$ cat config.mk
export PLATFORM = sky130hd
export DESIGN_NAME = sample_sched_flat
export DESIGN_NICKNAME = d
export VERILOG_FILES = /design/src/rtl/sample_sched_if.sv /design/src/rtl/sample_sched.sv /design/src/flat_wrapper.sv
export SDC_FILE = /design/constraint.sdc
export NUM_CORES = 1
export LEC_CHECK = 0
export CAP_MARGIN = 40
export CORE_AREA = 2 2 291 293
export CTS_CLUSTER_SIZE = 16
export DETAILED_ROUTE_END_ITERATION = 10
export DIE_AREA = 0 0 293 295
export PLACE_DENSITY = 0.58
export SLEW_MARGIN = 15
export SYNTH_ARGS = -nofsm -noshare
export SYNTH_HDL_FRONTEND = slang
export SYNTH_SLANG_ARGS = --single-unit
$ cat constraint.sdc
create_clock -name clk -period 4.4 [get_ports clk]
set_input_delay 0.44 -clock clk [delete_from_list [all_inputs] [get_ports clk]]
set_output_delay 0.44 -clock clk [all_outputs]
set_load 0.02 [all_outputs]
$ cat src/rtl/sample_sched_if.sv
// Triangle-in / sample-out bundle for the sample scheduler.
// master drives triangles and stall, slave produces samples.
interface sample_sched_if #(
   parameter int SIGFIG = 24,
   parameter int VERTS  = 3,
   parameter int AXIS   = 3,
   parameter int COLORS = 3
);
   logic signed [SIGFIG-1:0] tri_R13S [VERTS][AXIS];
   logic        [SIGFIG-1:0] color_R13U [COLORS];
   logic signed [SIGFIG-1:0] box_R13S [2][2];
   logic        [SIGFIG-1:0] step_R13U;
   logic                     validTri_R13H;
   logic                     stall_R14H;
   logic                     halt_RnnnnH;
   logic signed [SIGFIG-1:0] tri_R14S [VERTS][AXIS];
   logic        [SIGFIG-1:0] color_R14U [COLORS];
   logic signed [SIGFIG-1:0] sample_R14S [2];
   logic                     validSamp_R14H;
   logic                     triDone_R14H;

   modport master (
      output tri_R13S, color_R13U, box_R13S, step_R13U,
      output validTri_R13H, stall_R14H,
      input  halt_RnnnnH, tri_R14S, color_R14U,
      input  sample_R14S, validSamp_R14H, triDone_R14H
   );

   modport slave (
      input  tri_R13S, color_R13U, box_R13S, step_R13U,
      input  validTri_R13H, stall_R14H,
      output halt_RnnnnH, tri_R14S, color_R14U,
      output sample_R14S, validSamp_R14H, triDone_R14H
   );
endinterface

$ cat src/rtl/sample_sched.sv
// Walks a triangle's bounding box in raster order, one sample per
// accepted cycle, holding upstream until the last sample is taken.
module sample_sched #(
   parameter int SIGFIG = 24,
   parameter int RADIX  = 10,
   parameter int VERTS  = 3,
   parameter int AXIS   = 3,
   parameter int COLORS = 3
) (
   input logic           clk,
   input logic           rst,
   sample_sched_if.slave bus
);
   if (RADIX >= SIGFIG) begin : g_bad_radix
      $error("RADIX must leave integer bits in SIGFIG");
   end

   typedef enum logic {IDLE, TEST} state_e;
   typedef logic signed [SIGFIG-1:0] coord_t;
   typedef logic signed [SIGFIG:0]   wide_t;

   state_e            state_q;
   coord_t            tri_q [VERTS][AXIS];
   logic [SIGFIG-1:0] color_q [COLORS];
   coord_t            llx_q;
   coord_t            urx_q;
   coord_t            ury_q;
   coord_t            sx_q;
   coord_t            sy_q;
   logic [SIGFIG-1:0] step_q;
   logic              valid_q;
   logic              halt_q;
   logic              done_q;

   wide_t nx;
   wide_t ny;
   wide_t urx_w;
   wide_t ury_w;
   logic  box_ok;

   // One extra bit keeps the step sum from wrapping near the max coord
   assign nx    = {sx_q[SIGFIG-1], sx_q} + {1'b0, step_q};
   assign ny    = {sy_q[SIGFIG-1], sy_q} + {1'b0, step_q};
   assign urx_w = {urx_q[SIGFIG-1], urx_q};
   assign ury_w = {ury_q[SIGFIG-1], ury_q};

   assign box_ok = (bus.box_R13S[1][0] >= bus.box_R13S[0][0]) &&
                   (bus.box_R13S[1][1] >= bus.box_R13S[0][1]);

   always_ff @(posedge clk or negedge rst) begin
      if (!rst) begin
         state_q <= IDLE;
         tri_q   <= '{default: '0};
         color_q <= '{default: '0};
         llx_q   <= '0;
         urx_q   <= '0;
         ury_q   <= '0;
         sx_q    <= '0;
         sy_q    <= '0;
         step_q  <= '0;
         valid_q <= 1'b0;
         halt_q  <= 1'b0;
         done_q  <= 1'b0;
      end else begin
         done_q <= 1'b0;
         unique case (state_q)
            IDLE: begin
               if (bus.validTri_R13H) begin
                  if (box_ok) begin
                     tri_q   <= bus.tri_R13S;
                     color_q <= bus.color_R13U;
                     llx_q   <= bus.box_R13S[0][0];
                     urx_q   <= bus.box_R13S[1][0];
                     ury_q   <= bus.box_R13S[1][1];
                     step_q  <= bus.step_R13U;
                     sx_q    <= bus.box_R13S[0][0];
                     sy_q    <= bus.box_R13S[0][1];
                     valid_q <= 1'b1;
                     halt_q  <= 1'b1;
                     state_q <= TEST;
                  end else begin
                     done_q <= 1'b1;
                  end
               end
            end
            TEST: begin
               if (!bus.stall_R14H) begin
                  if (nx <= urx_w) begin
                     sx_q <= nx[SIGFIG-1:0];
                  end else if (ny <= ury_w) begin
                     sx_q <= llx_q;
                     sy_q <= ny[SIGFIG-1:0];
                  end else begin
                     valid_q <= 1'b0;
                     halt_q  <= 1'b0;
                     done_q  <= 1'b1;
                     state_q <= IDLE;
                  end
               end
            end
         endcase
      end
   end

   assign bus.tri_R14S       = tri_q;
   assign bus.color_R14U     = color_q;
   assign bus.sample_R14S[0] = sx_q;
   assign bus.sample_R14S[1] = sy_q;
   assign bus.validSamp_R14H = valid_q;
   assign bus.halt_RnnnnH    = halt_q;
   assign bus.triDone_R14H   = done_q;
endmodule

$ cat src/flat_wrapper.sv
// flat-port wrapper written by rule: the top's interface ports become plain ports
module sample_sched_flat 
#(
   parameter int SIGFIG = 24,
   parameter int RADIX  = 10,
   parameter int VERTS  = 3,
   parameter int AXIS   = 3,
   parameter int COLORS = 3
)
  (clk, rst, bus_tri_R13S, bus_color_R13U, bus_box_R13S, bus_step_R13U, bus_validTri_R13H, bus_stall_R14H, bus_halt_RnnnnH, bus_tri_R14S, bus_color_R14U, bus_sample_R14S, bus_validSamp_R14H, bus_triDone_R14H);
  sample_sched_if #(.SIGFIG(SIGFIG), .VERTS(VERTS), .AXIS(AXIS), .COLORS(COLORS)) bus_i ();
  input logic clk;
  input logic rst;
  input wire logic [$bits(bus_i.tri_R13S)-1:0] bus_tri_R13S;
  input wire logic [$bits(bus_i.color_R13U)-1:0] bus_color_R13U;
  input wire logic [$bits(bus_i.box_R13S)-1:0] bus_box_R13S;
  input wire logic [$bits(bus_i.step_R13U)-1:0] bus_step_R13U;
  input wire logic [$bits(bus_i.validTri_R13H)-1:0] bus_validTri_R13H;
  input wire logic [$bits(bus_i.stall_R14H)-1:0] bus_stall_R14H;
  output wire logic [$bits(bus_i.halt_RnnnnH)-1:0] bus_halt_RnnnnH;
  output wire logic [$bits(bus_i.tri_R14S)-1:0] bus_tri_R14S;
  output wire logic [$bits(bus_i.color_R14U)-1:0] bus_color_R14U;
  output wire logic [$bits(bus_i.sample_R14S)-1:0] bus_sample_R14S;
  output wire logic [$bits(bus_i.validSamp_R14H)-1:0] bus_validSamp_R14H;
  output wire logic [$bits(bus_i.triDone_R14H)-1:0] bus_triDone_R14H;
  assign bus_i.tri_R13S = {>>{bus_tri_R13S}};
  assign bus_i.color_R13U = {>>{bus_color_R13U}};
  assign bus_i.box_R13S = {>>{bus_box_R13S}};
  assign bus_i.step_R13U = bus_step_R13U;
  assign bus_i.validTri_R13H = bus_validTri_R13H;
  assign bus_i.stall_R14H = bus_stall_R14H;
  assign bus_halt_RnnnnH = bus_i.halt_RnnnnH;
  assign bus_tri_R14S = {>>{bus_i.tri_R14S}};
  assign bus_color_R14U = {>>{bus_i.color_R14U}};
  assign bus_sample_R14S = {>>{bus_i.sample_R14S}};
  assign bus_validSamp_R14H = bus_i.validSamp_R14H;
  assign bus_triDone_R14H = bus_i.triDone_R14H;
  sample_sched #(.SIGFIG(SIGFIG), .RADIX(RADIX), .VERTS(VERTS), .AXIS(AXIS), .COLORS(COLORS)) u_core (.clk(clk), .rst(rst), .bus(bus_i));
endmodule
======== Word level (Yosys, flattened, before mapping) ========
Index checks and enable logic that the tools add are counted.
word-level totals
  flip-flop bits (word level) ............. 435
  bits in latches ......................... 0
  memory bits (writable) .................. 0
  memory bits (read-only) ................. 0
  bits of input ports ..................... 412
  output and inout bits ................... 339
  word-level logic and storage cells ...... 70
  memories ................................ 0
operators by class
  $add $sub $neg .......................... 2
  multiply operators ...................... 0
  div/mod/pow operators ................... 0
  $lt $le $gt $ge ......................... 4
  equal/unequal tests ..................... 7
  shift-type cells ........................ 0
  mux-type cells .......................... 30
  bitwise gates (word level) .............. 1
  reductions and logical operators ........ 5
operators by type and width
  operator              count
  $mux W24              10
  $pmux W24 S2          2
  $add A25 B24 Y25      2
  $le A25 B24 Y1        2
  $ge A24 B24 Y1        2
  $mux W1               15
  $ne A2 B2 Y1 const B  5
  $reduce_and A5 Y1     2
  $pmux W1 S2           3
  $reduce_and A4 Y1     1
  $ne A3 B3 Y1 const B  1
  $reduce_and A3 Y1     1
  $ne A2 B1 Y1 const B  1
  $logic_and A1 B1 Y1   1
  $not A1 Y1            1

======== Logic depth before layout (Yosys ltp) ========
  depth in word-level cells ............... 6
  gate-level depth with buffers ........... 23
  gate-level depth less buffers ........... 21

======== Worst setup path before layout ========
No wires, ideal clock.
  kind .................................... register -> register
  start point ............................. reg u_core.sx_q[0]
  end point ............................... reg u_core.sx_q[10]
  setup time .............................. 0.125 ns
  arrival time ............................ 4.517 ns
  required time ........................... 4.275 ns
  slack ................................... -0.241 ns
  cell stages (with the launch flop) ...... 22
  path buffers ............................ 2
  period minus slack after synthesis ...... 4.641 ns
  path through ............................ dfrtp_1 -> ha_1 -> inv_1 -> fa_1 -> nand2b_1 -> a21oi_1 -> nor2_1 -> o21ai_0 -> a311oi_1 -> o21ai_0 -> xor2_1 -> ha_1 -> nand4_1 -> nor2_1 -> or4b_1 -> o211ai_1 -> o22a_1 -> buf_4 -> buf_4 -> mux2i_1 -> a21oi_1 -> mux2_2
on the way
  longest elaborated chain between the ends .. 5
  elaborated cells on any way between the ends .. 7
  those cells by class .................... 1 x add/sub; 1 x order compare; 1 x eq/ne; 3 x mux; 1 x reduce/logical
ends and longest elaborated chain
  item                    line                RTL
  start, declared         sample_sched.sv:28  coord_t sx_q;
  start signal, assigned  sample_sched.sv:76  sx_q <= bus.box_R13S[0][0];
  start signal, assigned  sample_sched.sv:89  sx_q <= nx[SIGFIG-1:0];
  start signal, assigned  sample_sched.sv:91  sx_q <= llx_q;
  $add A25 B24 Y25 *      sample_sched.sv:42  assign nx = {sx_q[SIGFIG-1], sx_q} + {1'b0, step_q};
  $le A25 B24 Y1          sample_sched.sv:88  if (nx <= urx_w) begin
  $mux W24                sample_sched.sv:88
  $mux W24                sample_sched.sv:87  if (!bus.stall_R14H) begin
  $pmux W24 S2            sample_sched.sv:66  unique case (state_q)
Every way passes the cells marked *; elsewhere a longest branch is shown, timed or not. The select of a mux whose other input is x is not followed.
A chain may end at the register's enable or synchronous reset.

======== Worst setup path after layout ========
  start point ............................. reg u_core.step_q[0]
  end point ............................... reg u_core.sx_q[3]
on the way
  longest elaborated chain between the ends .. 5
  elaborated cells on any way between the ends .. 9
  those cells by class .................... 2 x add/sub; 2 x order compare; 1 x eq/ne; 3 x mux; 1 x reduce/logical
ends and longest elaborated chain
  item                    line                RTL
  start, declared         sample_sched.sv:30  logic [SIGFIG-1:0] step_q;
  start signal, assigned  sample_sched.sv:75  step_q <= bus.step_R13U;
  $add A25 B24 Y25        sample_sched.sv:42
  $le A25 B24 Y1          sample_sched.sv:88
  $mux W24                sample_sched.sv:88
  $mux W24                sample_sched.sv:87
  $pmux W24 S2            sample_sched.sv:66
Parallel ways exist; a longest one is shown, timed or not. The select of a mux whose other input is x is not followed.

==> metrics <==
Critical Path Fanout Max=6; asr flop ratio synth=1.00; clock latency on the worst-skew pair=0.61 ns; commonest cells after routing, fill and taps aside=clkdlybuf4s50_1 (749), dfrtp_1 (432), mux2_2 (376), buf_4 (193), ha_1 (141); hold violation count in the final report=0; Critical path buffers and inverters=2; number of instances in the placed design=3687; floorplan die area=0.0864 mm2; I/O pin count=751; total core area=0.0832 mm2; clock-pin slew reported for the worst setup and hold paths after clock tree synthesis=0.06 ns; via count of the first global-routing pass=19200; switching part of the total=0.413; combinational power share=0.655; total power after layout=35100 uW; share of total power in the clock network=0.134; DRC Markers=0; most frequent standard cell in the layout excluding fill and tap cells=clkdlybuf4s50_1; vias=17700; headroom to the max-slew limit=0.475; final-report setup violation count=48; cell row count=106; Worst Tran Pin Value=0.787 ns; clock tree from TritonCTS=done; # H-tree levels=2; largest voltage drop on the vdd net=0.543 mV; number of flops mapped to enable cells by yosys=0; initial core utilization=0.261; Psw=14500 uW; first-pass iteration count of the detailed router=7; share of the yosys chip area belonging to registers=0.502; number of warnings printed during yosys synthesis=0; cell at the root of the clock tree=clkbuf_16; number of flip-flops and latches in the synthesized netlist=435; data required time at the worst endpoint=4.88 ns; family of cells with the greatest summed delay on the critical path=compound AO/OA/AOI/OAI gates; Synth cell types=68; minimum period implied by the final worst setup slack=4.81 ns; fraction of final layout cells sized beyond drive strength 1=0.290; total half-perimeter wirelength after legalization and detailed placement=75400 um; vias per std cell=4.61; Non-Filler Instances=3829; total CTS buffers=53; antenna violations before repair=29; Horiz. Die Dim=293 um; Worst Setup Start Kind=flop; Top Usage Layer GRT=met2; critical setup path kind=reg -> reg; routability congestion estimate=0.894; maximum count of clock buffers along a single path=3; met2 Use GR=0.369; prevailing post-synth register cell=dfrtp_1; Cell Chain, Critical Path=ha_4, fa_2, a211oi_2, nor2_2, o31ai_4, a21o_1, a211oi_2, o41ai_2, xnor2_1, ha_1, a21o_1, a211o_1, a211oi_2, o21a_1, a211oi_4, o21bai_4, a32o_2, buf_12, buf_16, mux2_2; per-instance average area after synthesis=12.4 um2; count of final max-slew check failures=0; Critical-path top delay cell=dfrtp_1; unrepaired setup endpoints after global routing=yes; Net Count, Synth=2307; Area Growth Syn to Fin=58.8%; Final Cycle Share=1.09; portion of total power attributed to sequential cells=0.211; Internal=20600 uW; PnR worst setup slack=-0.408 ns; Top cell by count, worst path=a211oi_2; met1 capacity usage during global routing=0.238; worst hold path class=in -> async; Max Cap Viol=0; Num Clock Sinks=435; violation count after the first detailed-routing iteration=728; antenna violation net count after detailed routing=0; failing checks=negative setup slack; die span in y=295 um; filler instances=7824; pin count of the biggest net entering global routing=119; global route overflow=0; kind of capture point of the worst setup path=flop; average wire length per cell after detail routing=24.3 um; sum of routed wire length over all layers=93000 um; data arrival time of the critical path=5.29 ns; cell area after synthesis=0.0217 mm2; stage delay of the slowest cell on the critical path=0.42 ns; met3 layer usage reported by global route=0.0753; run status=finished with violations; number of instances in the synthesized netlist=1747; PwrDens=1020 mW/mm2; Peak Freq=208 MHz; setup clock skew after layout=0.0164 ns; wire length of the first global-routing pass=132000 um; quantity of I/O buffers inserted on ports=750; Overall Global Routing Usage=0.209; fin nets=3261; standby leakage power=0.0153 uW
==> logic make-up (layout without fill, tap and decap cells) <==
group / count (synthesis) / after routing / share of synthesized area
xor gates and xnor gates: 43 / 43 / 0.0174
muxes: 433 / 433 / 0.227
AOI/OAI and AO/OA: 280 / 280 / 0.0824
other: 0 / 5 / 0
DFF: 435 / 435 / 0.502
and+or+nand+nor: 217 / 217 / 0.0477
adders and majority gates: 148 / 148 / 0.0861
buffers and inverters: 191 / 1188 / 0.0374
==> metrics by stage <==
| step | hold slack (ns) | setup TNS [ns] | cell area (um2) | setup WS [ns] | util |
|---|---|---|---|---|---|
| 3_5_place_dp | 0.471 | -23.01 | 31800 | -0.592 | 0.382 |
| 5_1_grt | 0.400 | -27.32 | 34400 | -0.648 | 0.414 |
| 2_1_floorplan | 0.144 | 0 | 21700 | 0.0164 | - |
| 6_report | 0.436 | -15.64 | 34400 | -0.408 | 0.414 |
| 4_1_cts | 0.385 | -17.32 | 34200 | -0.406 | 0.411 |
| 3_3_place_gp | 0.463 | -17.48 | 31700 | -0.413 | 0.382 |
==> registers in the layout, indices dropped and copies added (netlist names) <==
name and flops:
u_core.llx_q 24, u_core.bus.triDone_R14H 1, u_core.sy_q 24, u_core.bus.tri_R14S 216
u_core.ury_q 24, u_core.bus.color_R14U 72, u_core.step_q 24, u_core.bus.validSamp_R14H 1
u_core.state_q 1, u_core.sx_q 24, u_core.urx_q 24
==> worst paths after layout <==
kind,startpoint,endpoint,slack [ns],cells after the start
min in group clk,bus_tri_R13S[207],u_core.bus.tri_R14S[207]$_DFFE_PN0P_,0.44,2
worst min-delay path,rst,u_core.urx_q[21]$_DFFE_PN0P_,0.44,2
worst max register to register,u_core.step_q[0]$_DFFE_PN0P_,u_core.sx_q[3]$_DFFE_PN0P_,-0.41,20
worst min register to register,u_core.llx_q[3]$_DFFE_PN0P_,u_core.llx_q[3]$_DFFE_PN0P_,0.48,2
max in group asynchronous,rst,u_core.bus.tri_R14S[173]$_DFFE_PN0P_,2.78,3
worst max-delay path,u_core.step_q[0]$_DFFE_PN0P_,u_core.sx_q[3]$_DFFE_PN0P_,-0.41,20
==> cell type report <==
cell class              count  area, um2  area share
flip-flops and latches    435      10900       0.316
multi-input cells        1121      10400       0.303
repair buffers            968       9430       0.274
clock buffers              67       1470      0.0427
well taps                1080       1350      0.0393
inverters                 122        458      0.0133
clock inverters            31        402      0.0117
diodes                      5       12.5    0.000363
==> repair_timing <==
action                                  4_1_cts  5_1_grt
endpoints found under the setup margin       51       51
endpoints found under the hold margin        81        0
gates cloned                                  4        0
hold buffers                                  1        0
setup buffers                                28       14
pin swaps                                    23       45
gates resized for setup                      57       48
==> synthesized netlist by cell type, types with 7 or more instances <==
cell type  count  area share
nand2_1       73       0.013
clkbuf_1      18      0.0031
a211oi_1      17      0.0059
nor2_1        59       0.010
nand3_1       17      0.0039
ha_1         146       0.084
mux2_2       391        0.20
nand4_1       24      0.0069
buf_2         39      0.0090
o21ai_0       67       0.015
inv_1        122       0.021
mux2_4        18       0.012
a21o_1        31       0.011
o21bai_1       9      0.0031
xor2_1        13      0.0053
dfrtp_1      435        0.50
o21a_1         9      0.0031
xnor2_1       30       0.012
mux2i_1       24       0.011
nor2b_1       11      0.0032
a21oi_1       90       0.021
o211ai_1       8      0.0028
and3_1         7      0.0020
==> per-layer routing <==
| layer | part of all wire | vias to the layer above |
|---|---|---|
| met5 | 0.0026 | - |
| met4 | 0.027 | 38 |
| met3 | 0.088 | 152 |
| met2 | 0.50 | 541 |
| met1 | 0.38 | 8781 |
| li1 | - | 8153 |
==> power by group through the flow <==
stage          logic [uW]  clock network, uW  registers (uW)
2_1_floorplan        9490                  0            9090
3_3_place_gp        20700                  0            7380
3_5_place_dp        20900                  0            7450
4_1_cts             22500               4830            7410
5_1_grt             24600               5000            7650
6_report            23000               4700            7420
Power figures use the tool's default switching activity.
